--- src/rtl/spi_slave_pkg.sv ---
// Shared SPI slave constants: standard word targets, SDI lane counts and the RX shift helper.
// Targets are last-cycle indices, so a word spans target+1 sclk cycles.
package spi_slave_pkg;

    localparam logic [7:0] CMD_TRGT_SGL   = 8'h07;
    localparam logic [7:0] CMD_TRGT_QUAD  = 8'h01;
    localparam logic [7:0] WORD_TRGT_SGL  = 8'h1F;
    localparam logic [7:0] WORD_TRGT_QUAD = 8'h07;
    localparam logic [7:0] WORD_TRGT_DUAL = 8'h0F;

    localparam int unsigned SDI_LANES_SGL  = 1;
    localparam int unsigned SDI_LANES_DUAL = 2;
    localparam int unsigned SDI_LANES_QUAD = 4;
    localparam int unsigned RX_WORD_W      = 32;

    typedef enum logic [1:0] {
        RX_MODE_SGL  = 2'd0,
        RX_MODE_DUAL = 2'd1,
        RX_MODE_QUAD = 2'd2
    } rx_mode_e;

    // Lane 3 (or the highest active lane) lands in the more significant bit of each group.
    function automatic logic [RX_WORD_W-1:0] rx_shift(
        input logic [RX_WORD_W-1:0] cur,
        input logic [3:0]           sdi,
        input rx_mode_e             mode
    );
        case (mode)
            RX_MODE_QUAD: rx_shift = {cur[RX_WORD_W-5:0], sdi};
            RX_MODE_DUAL: rx_shift = {cur[RX_WORD_W-3:0], sdi[1:0]};
            default:      rx_shift = {cur[RX_WORD_W-2:0], sdi[0]};
        endcase
    endfunction

endpackage

--- src/rtl/spi_slave_rx_shifter.sv ---
// SPI slave RX serial-to-parallel stage: shifts SDI lanes every sclk edge, pulses data_ready per word.
// Define SPI_RX_DUAL_EN to add the en_dual port and 2-lane shifting.
module spi_slave_rx_shifter
    import spi_slave_pkg::*;
#(
    parameter int unsigned      CNT_W    = 8,
    parameter logic [CNT_W-1:0] RST_TRGT = CNT_W'(CMD_TRGT_SGL)
) (
    input  logic                 sclk,
    input  logic                 sys_rst,
    input  logic                 sdi0,
    input  logic                 sdi1,
    input  logic                 sdi2,
    input  logic                 sdi3,
    input  logic                 en_quad,
`ifdef SPI_RX_DUAL_EN
    input  logic                 en_dual,
`endif
    input  logic [CNT_W-1:0]     counter_in,
    input  logic                 counter_in_upd,
    output logic [RX_WORD_W-1:0] data,
    output logic                 data_ready
);

    logic [CNT_W-1:0]     cnt_q, cnt_d;
    logic [CNT_W-1:0]     trgt_q, trgt_d;
    logic                 rdy_q, rdy_d;
    logic [RX_WORD_W-1:0] data_q, data_d;
    logic                 word_done;
    rx_mode_e             mode;

    always_comb begin
        mode = RX_MODE_SGL;
        if (en_quad) begin
            mode = RX_MODE_QUAD;
        end
`ifdef SPI_RX_DUAL_EN
        else if (en_dual) begin
            mode = RX_MODE_DUAL;
        end
`endif
    end

    // >= rather than == so a target lowered below the running count closes the word at once.
    always_comb begin
        word_done = (cnt_q >= trgt_q);
        cnt_d     = word_done ? '0 : cnt_q + CNT_W'(1);
        rdy_d     = word_done;
        trgt_d    = counter_in_upd ? counter_in : trgt_q;
        data_d    = rx_shift(data_q, {sdi3, sdi2, sdi1, sdi0}, mode);
    end

    always_ff @(posedge sclk) begin
        if (sys_rst) begin
            cnt_q  <= '0;
            trgt_q <= RST_TRGT;
            rdy_q  <= 1'b0;
        end else begin
            cnt_q  <= cnt_d;
            trgt_q <= trgt_d;
            rdy_q  <= rdy_d;
        end
    end

    always_ff @(posedge sclk) begin
        if (sys_rst) begin
            data_q <= '0;
        end else begin
            data_q <= data_d;
        end
    end

    assign data       = data_q;
    assign data_ready = rdy_q;

endmodule

--- config.mk ---
export PLATFORM = sky130hd
export DESIGN_NAME = spi_slave_rx_shifter
export DESIGN_NICKNAME = d
export VERILOG_FILES = /design/src/rtl/spi_slave_pkg.sv /design/src/rtl/spi_slave_rx_shifter.sv
export SDC_FILE = /design/constraint.sdc
export NUM_CORES = 1
export LEC_CHECK = 0
export ABC_AREA = 1
export CAP_MARGIN = 40
export CORE_AREA = 2 2 76 71
export DETAILED_ROUTE_END_ITERATION = 10
export DIE_AREA = 0 0 78 73
export MAX_ROUTING_LAYER = met4
export PLACE_DENSITY = 0.66
export SLEW_MARGIN = 0
export SYNTH_ARGS = -nofsm -noshare
export SYNTH_HDL_FRONTEND = slang
export SYNTH_SLANG_ARGS = --single-unit
--- constraint.sdc ---
create_clock -name sclk -period 1.6 [get_ports sclk]
set_clock_uncertainty 0.2 [all_clocks]
set_input_delay 0.24 -clock sclk [delete_from_list [all_inputs] [get_ports sclk]]
set_output_delay 0.24 -clock sclk [all_outputs]
set_load 0.05 [all_outputs]
==> results.md <==
* Status: completed
* Port-buffer cells at 48
* Synthesized-area fraction occupied by and/or/nand/nor cells at 20.8%
* Clk pin slew, worst setup/hold paths at 90 ps
* Drt via density at 4.49
* Type of element launching the critical path: flop
* Worst hold path endpoint: cnt_q[0]
* Most common library cells after synthesis: sky130_fd_sc_hd__nor2_1 (77), sky130_fd_sc_hd__dfxtp_1 (49), sky130_fd_sc_hd__o21ai_0 (30), sky130_fd_sc_hd__nand2_1 (18), sky130_fd_sc_hd__inv_1 (17)
* Wire length after detailed routing at 4320 um
* Endpoint kind of the worst setup timing path: flop
* Power per cell area at 960 nW/um2
* Worst Path Required at 1580 ps
* Final count of pins violating max slew at 0
* Maximum capacitance violations at 0
* Metal2 WL at 2010 um
* Synth top area share at 51.2%
* Layout net count at 322
* Multi-input logic area at 896 um2
* Standby leakage power at 1.30 nW
* Setup repair after global routing missed its margin: true
* Violation count after the first detailed-route iteration at 57
* Synth Area in Compound Gates at 12.7%
* Cells on Worst Hold Path at 1
* Width of the die at 78 um
* Source-to-sink clock delay at the later pin of the worst-skew pair at 290 ps
* Number of fill cells at 420
* Distinct cell type count after synthesis at 19
* Cell depth of the worst flop-to-flop path at 9
* Count of yosys warnings during synthesis at 0
* Tightest Pin Transition at 300 ps
* Slew margin rel. at 80.0%
* I/O pins at 49
* Largest family of logic cells by synthesized area: simple AND/OR/NAND/NOR gates
* Part of the cycle the worst path needs at 95.3%
* Worst setup path class: reg2reg
* Worst min path class: reg2reg
* Buffer cell driving the clock tree root: sky130_fd_sc_hd__clkbuf_8
* Die area at 5690 um2
* Placement row count at 25
* Critical register-to-register path endpoint: cnt_q[7]
* Highest layer used for signal routing: met4
* Global-route total usage across every layer at 15.9%
* Cell type with the highest aggregate area in the netlist: sky130_fd_sc_hd__dfxtp_1
* Estimated wirelength of the detail-placed design at 3070 um
* Die height at 73 um
* Most common cell in the synthesized netlist: sky130_fd_sc_hd__nor2_1
* Main flop type after synthesis: sky130_fd_sc_hd__dfxtp_1
* Xor and xnor fraction of the mapped netlist area at 2.74%
* Leading cell types by total area after synthesis: sky130_fd_sc_hd__dfxtp_1 (51%), sky130_fd_sc_hd__nor2_1 (15%), sky130_fd_sc_hd__o21ai_0 (7.8%)
* Final core utilization at 61.3%
* Share of cell area taken by muxes after synthesis at 0%
* Number of antenna violations at the first check in global routing at 0
* Initial Util at 38.3%
* Setup slack on the worst flop-to-flop path at 80 ps
* Final worst slack at 75.1 ps
* DRC viols at 0
* Number of instances in the synthesized netlist at 242
* Antenna diode count at 0
* Number of H-tree levels at 2
* Register area at 985 um2
* Met3 wirelength from detailed routing at 174 um
* Sequential cell area fraction in the yosys report at 51.2%
* Worst Path Arrival at 1510 ps
* Synth Area per Inst at 7.92 um2
* Core region area at 5000 um2
* Final Wtd Congestion at 0.773
* FFs w/ async S/R, synth at 0%
* Post-route minimum period at 1520 ps
* CTS tree: done
* Final count of negative-setup-slack endpoints at 0
* Crit path max fanout at 8
* Number of clock buffers inserted by TritonCTS at 5
* Pre-CTS setup slack at -26.3 ps
* Number of clock sinks seen by CTS at 49
* Final routed wire length divided by cell count at 11.8 um
* Metal1 wirelength at 2100 um
* Adder-cell share of the synthesized area at 5.87%
* Synthesis-stage register bit count at 49
* Share of post-route cells with drive strength above 1 at 24.5%
* Worst vdd ir at 712 uV
* Number of vias in the routed layout at 1,638
* Clock tree buffer depth at 2
* Post-route worst hold slack at 226 ps
* Maximum operating frequency at 0.656 GHz
* Number of flops mapped to enable cells by yosys at 0
* Post-synthesis cell area at 1920 um2
* Hold path startpoint: cnt_q[0]
* ANT nets after route at 0
* Pin count of the biggest net entering global routing at 39
* Area Growth Syn to Fin at 60.0%
* Number of search-and-repair iterations in the first detailed-routing pass at 4
* Final hold vios at 0
* R2r startpoint: trgt_q[3]
* Via count of the first global-routing pass at 1,496
* Nets in the synthesized netlist at 267
* Global-route wire length before repair at 6940 um
* Overflow left after global routing at 0
## metal layers
layer | up-vias | global-route usage [%]
li1 | 877 | -
met1 | 726 | 21.2
met2 | 30 | 24.0
met3 | 5 | 4.33
met4 | 0 | 4.09
met5 | - | -
## critical path, stage by stage (launching register included)
cell	delay, ps
sky130_fd_sc_hd__dfxtp_1	320
sky130_fd_sc_hd__inv_1	70
sky130_fd_sc_hd__ha_4	270
sky130_fd_sc_hd__nand2_1	60
sky130_fd_sc_hd__nor2_1	100
sky130_fd_sc_hd__nor2_1	50
sky130_fd_sc_hd__nand2_1	70
sky130_fd_sc_hd__nand2_2	70
sky130_fd_sc_hd__nand3_4	140
sky130_fd_sc_hd__nor2_1	60
## layout make-up
cell class | count | share of cell area [%]
flip-flops and latches | 49 | 32.1
repair buffers | 59 | 29.9
multi-input cells | 164 | 29.2
clock buffers | 7 | 2.82
well taps | 67 | 2.73
inverters | 18 | 2.20
clock inverters | 1 | 0.979
## cell families after synthesis
logic type                 Yosys count
and+or+nand+nor                    101
AOI/OAI and AO/OA                   48
adders and majority gates            9
xor gates and xnor gates             6
buffers and inverters               29
DFF                                 49
## state kept, by name, indices dropped and copies added (netlist names)
name,flops
cnt_q,8
data,32
trgt_q,8
data_ready,1
## how the worst max path moves through the flow
stage / startpoint / to / slack, ps / cells past startpoint
4_1_cts: trgt_q[5] / cnt_q[4] / 10 / 7
2_1_floorplan: cnt_q[0] / cnt_q[0] / 160 / 9
5_1_grt: trgt_q[7] / cnt_q[7] / -20 / 6
6_report: trgt_q[3] / cnt_q[7] / 80 / 9
3_5_place_dp: cnt_q[0] / cnt_q[2] / -30 / 9
3_3_place_gp: en_quad / data[28] / 70 / 5
## power by group
group          switching (W)  leakage, nW  internal [W]
Clock               0.000394       0.0585      0.000510
Combinational       0.000347        0.836      0.000319
Sequential         0.0000783        0.405       0.00129
Total               0.000819         1.30       0.00212
## placed cells by master, fill, tap and decap left out
cell / netlist / routed
sky130_fd_sc_hd__nor2_1: 77 / 73
sky130_fd_sc_hd__dfxtp_1: 49 / 46
sky130_fd_sc_hd__buf_12: 0 / 35
sky130_fd_sc_hd__o21ai_0: 30 / 30
sky130_fd_sc_hd__nand2_1: 18 / 16
sky130_fd_sc_hd__inv_1: 17 / 15
sky130_fd_sc_hd__clkdlybuf4s50_1: 0 / 15
sky130_fd_sc_hd__buf_4: 0 / 9
sky130_fd_sc_hd__o21ai_1: 8 / 8
sky130_fd_sc_hd__a21oi_1: 9 / 8
sky130_fd_sc_hd__nor2_2: 2 / 6
sky130_fd_sc_hd__clkbuf_8: 0 / 6
sky130_fd_sc_hd__ha_4: 0 / 5
sky130_fd_sc_hd__xnor2_1: 4 / 4
sky130_fd_sc_hd__ha_1: 9 / 4
sky130_fd_sc_hd__inv_2: 1 / 3
sky130_fd_sc_hd__dfxtp_2: 0 / 3
sky130_fd_sc_hd__nand2_2: 0 / 2
sky130_fd_sc_hd__nand3_1: 2 / 2
sky130_fd_sc_hd__xor2_1: 2 / 2
sky130_fd_sc_hd__nor3_2: 1 / 1
sky130_fd_sc_hd__a21o_1: 1 / 1
sky130_fd_sc_hd__a21oi_2: 0 / 1
sky130_fd_sc_hd__nand3_4: 0 / 1
sky130_fd_sc_hd__bufinv_16: 0 / 1
sky130_fd_sc_hd__clkbuf_1: 0 / 1
## stage by stage
stage	instances	setup TNS (ps)	total power, W	area [um2]
floorplan	242	0	0.00171	1920
global placement	356	0	0.00204	2850
detailed placement	356	-147	0.00204	2850
CTS	364	0	0.00294	2980
global route	365	-23.5	0.00309	3070
finish	365	0	0.00294	3070
## what timing repair did
item,in CTS,in global routing
gates resized for setup,2,16
pin swaps,0,8
hold buffers,0,0
buffers inserted,0,1
setup endpoints to repair,8,9
(Power assumes the default switching activity.)
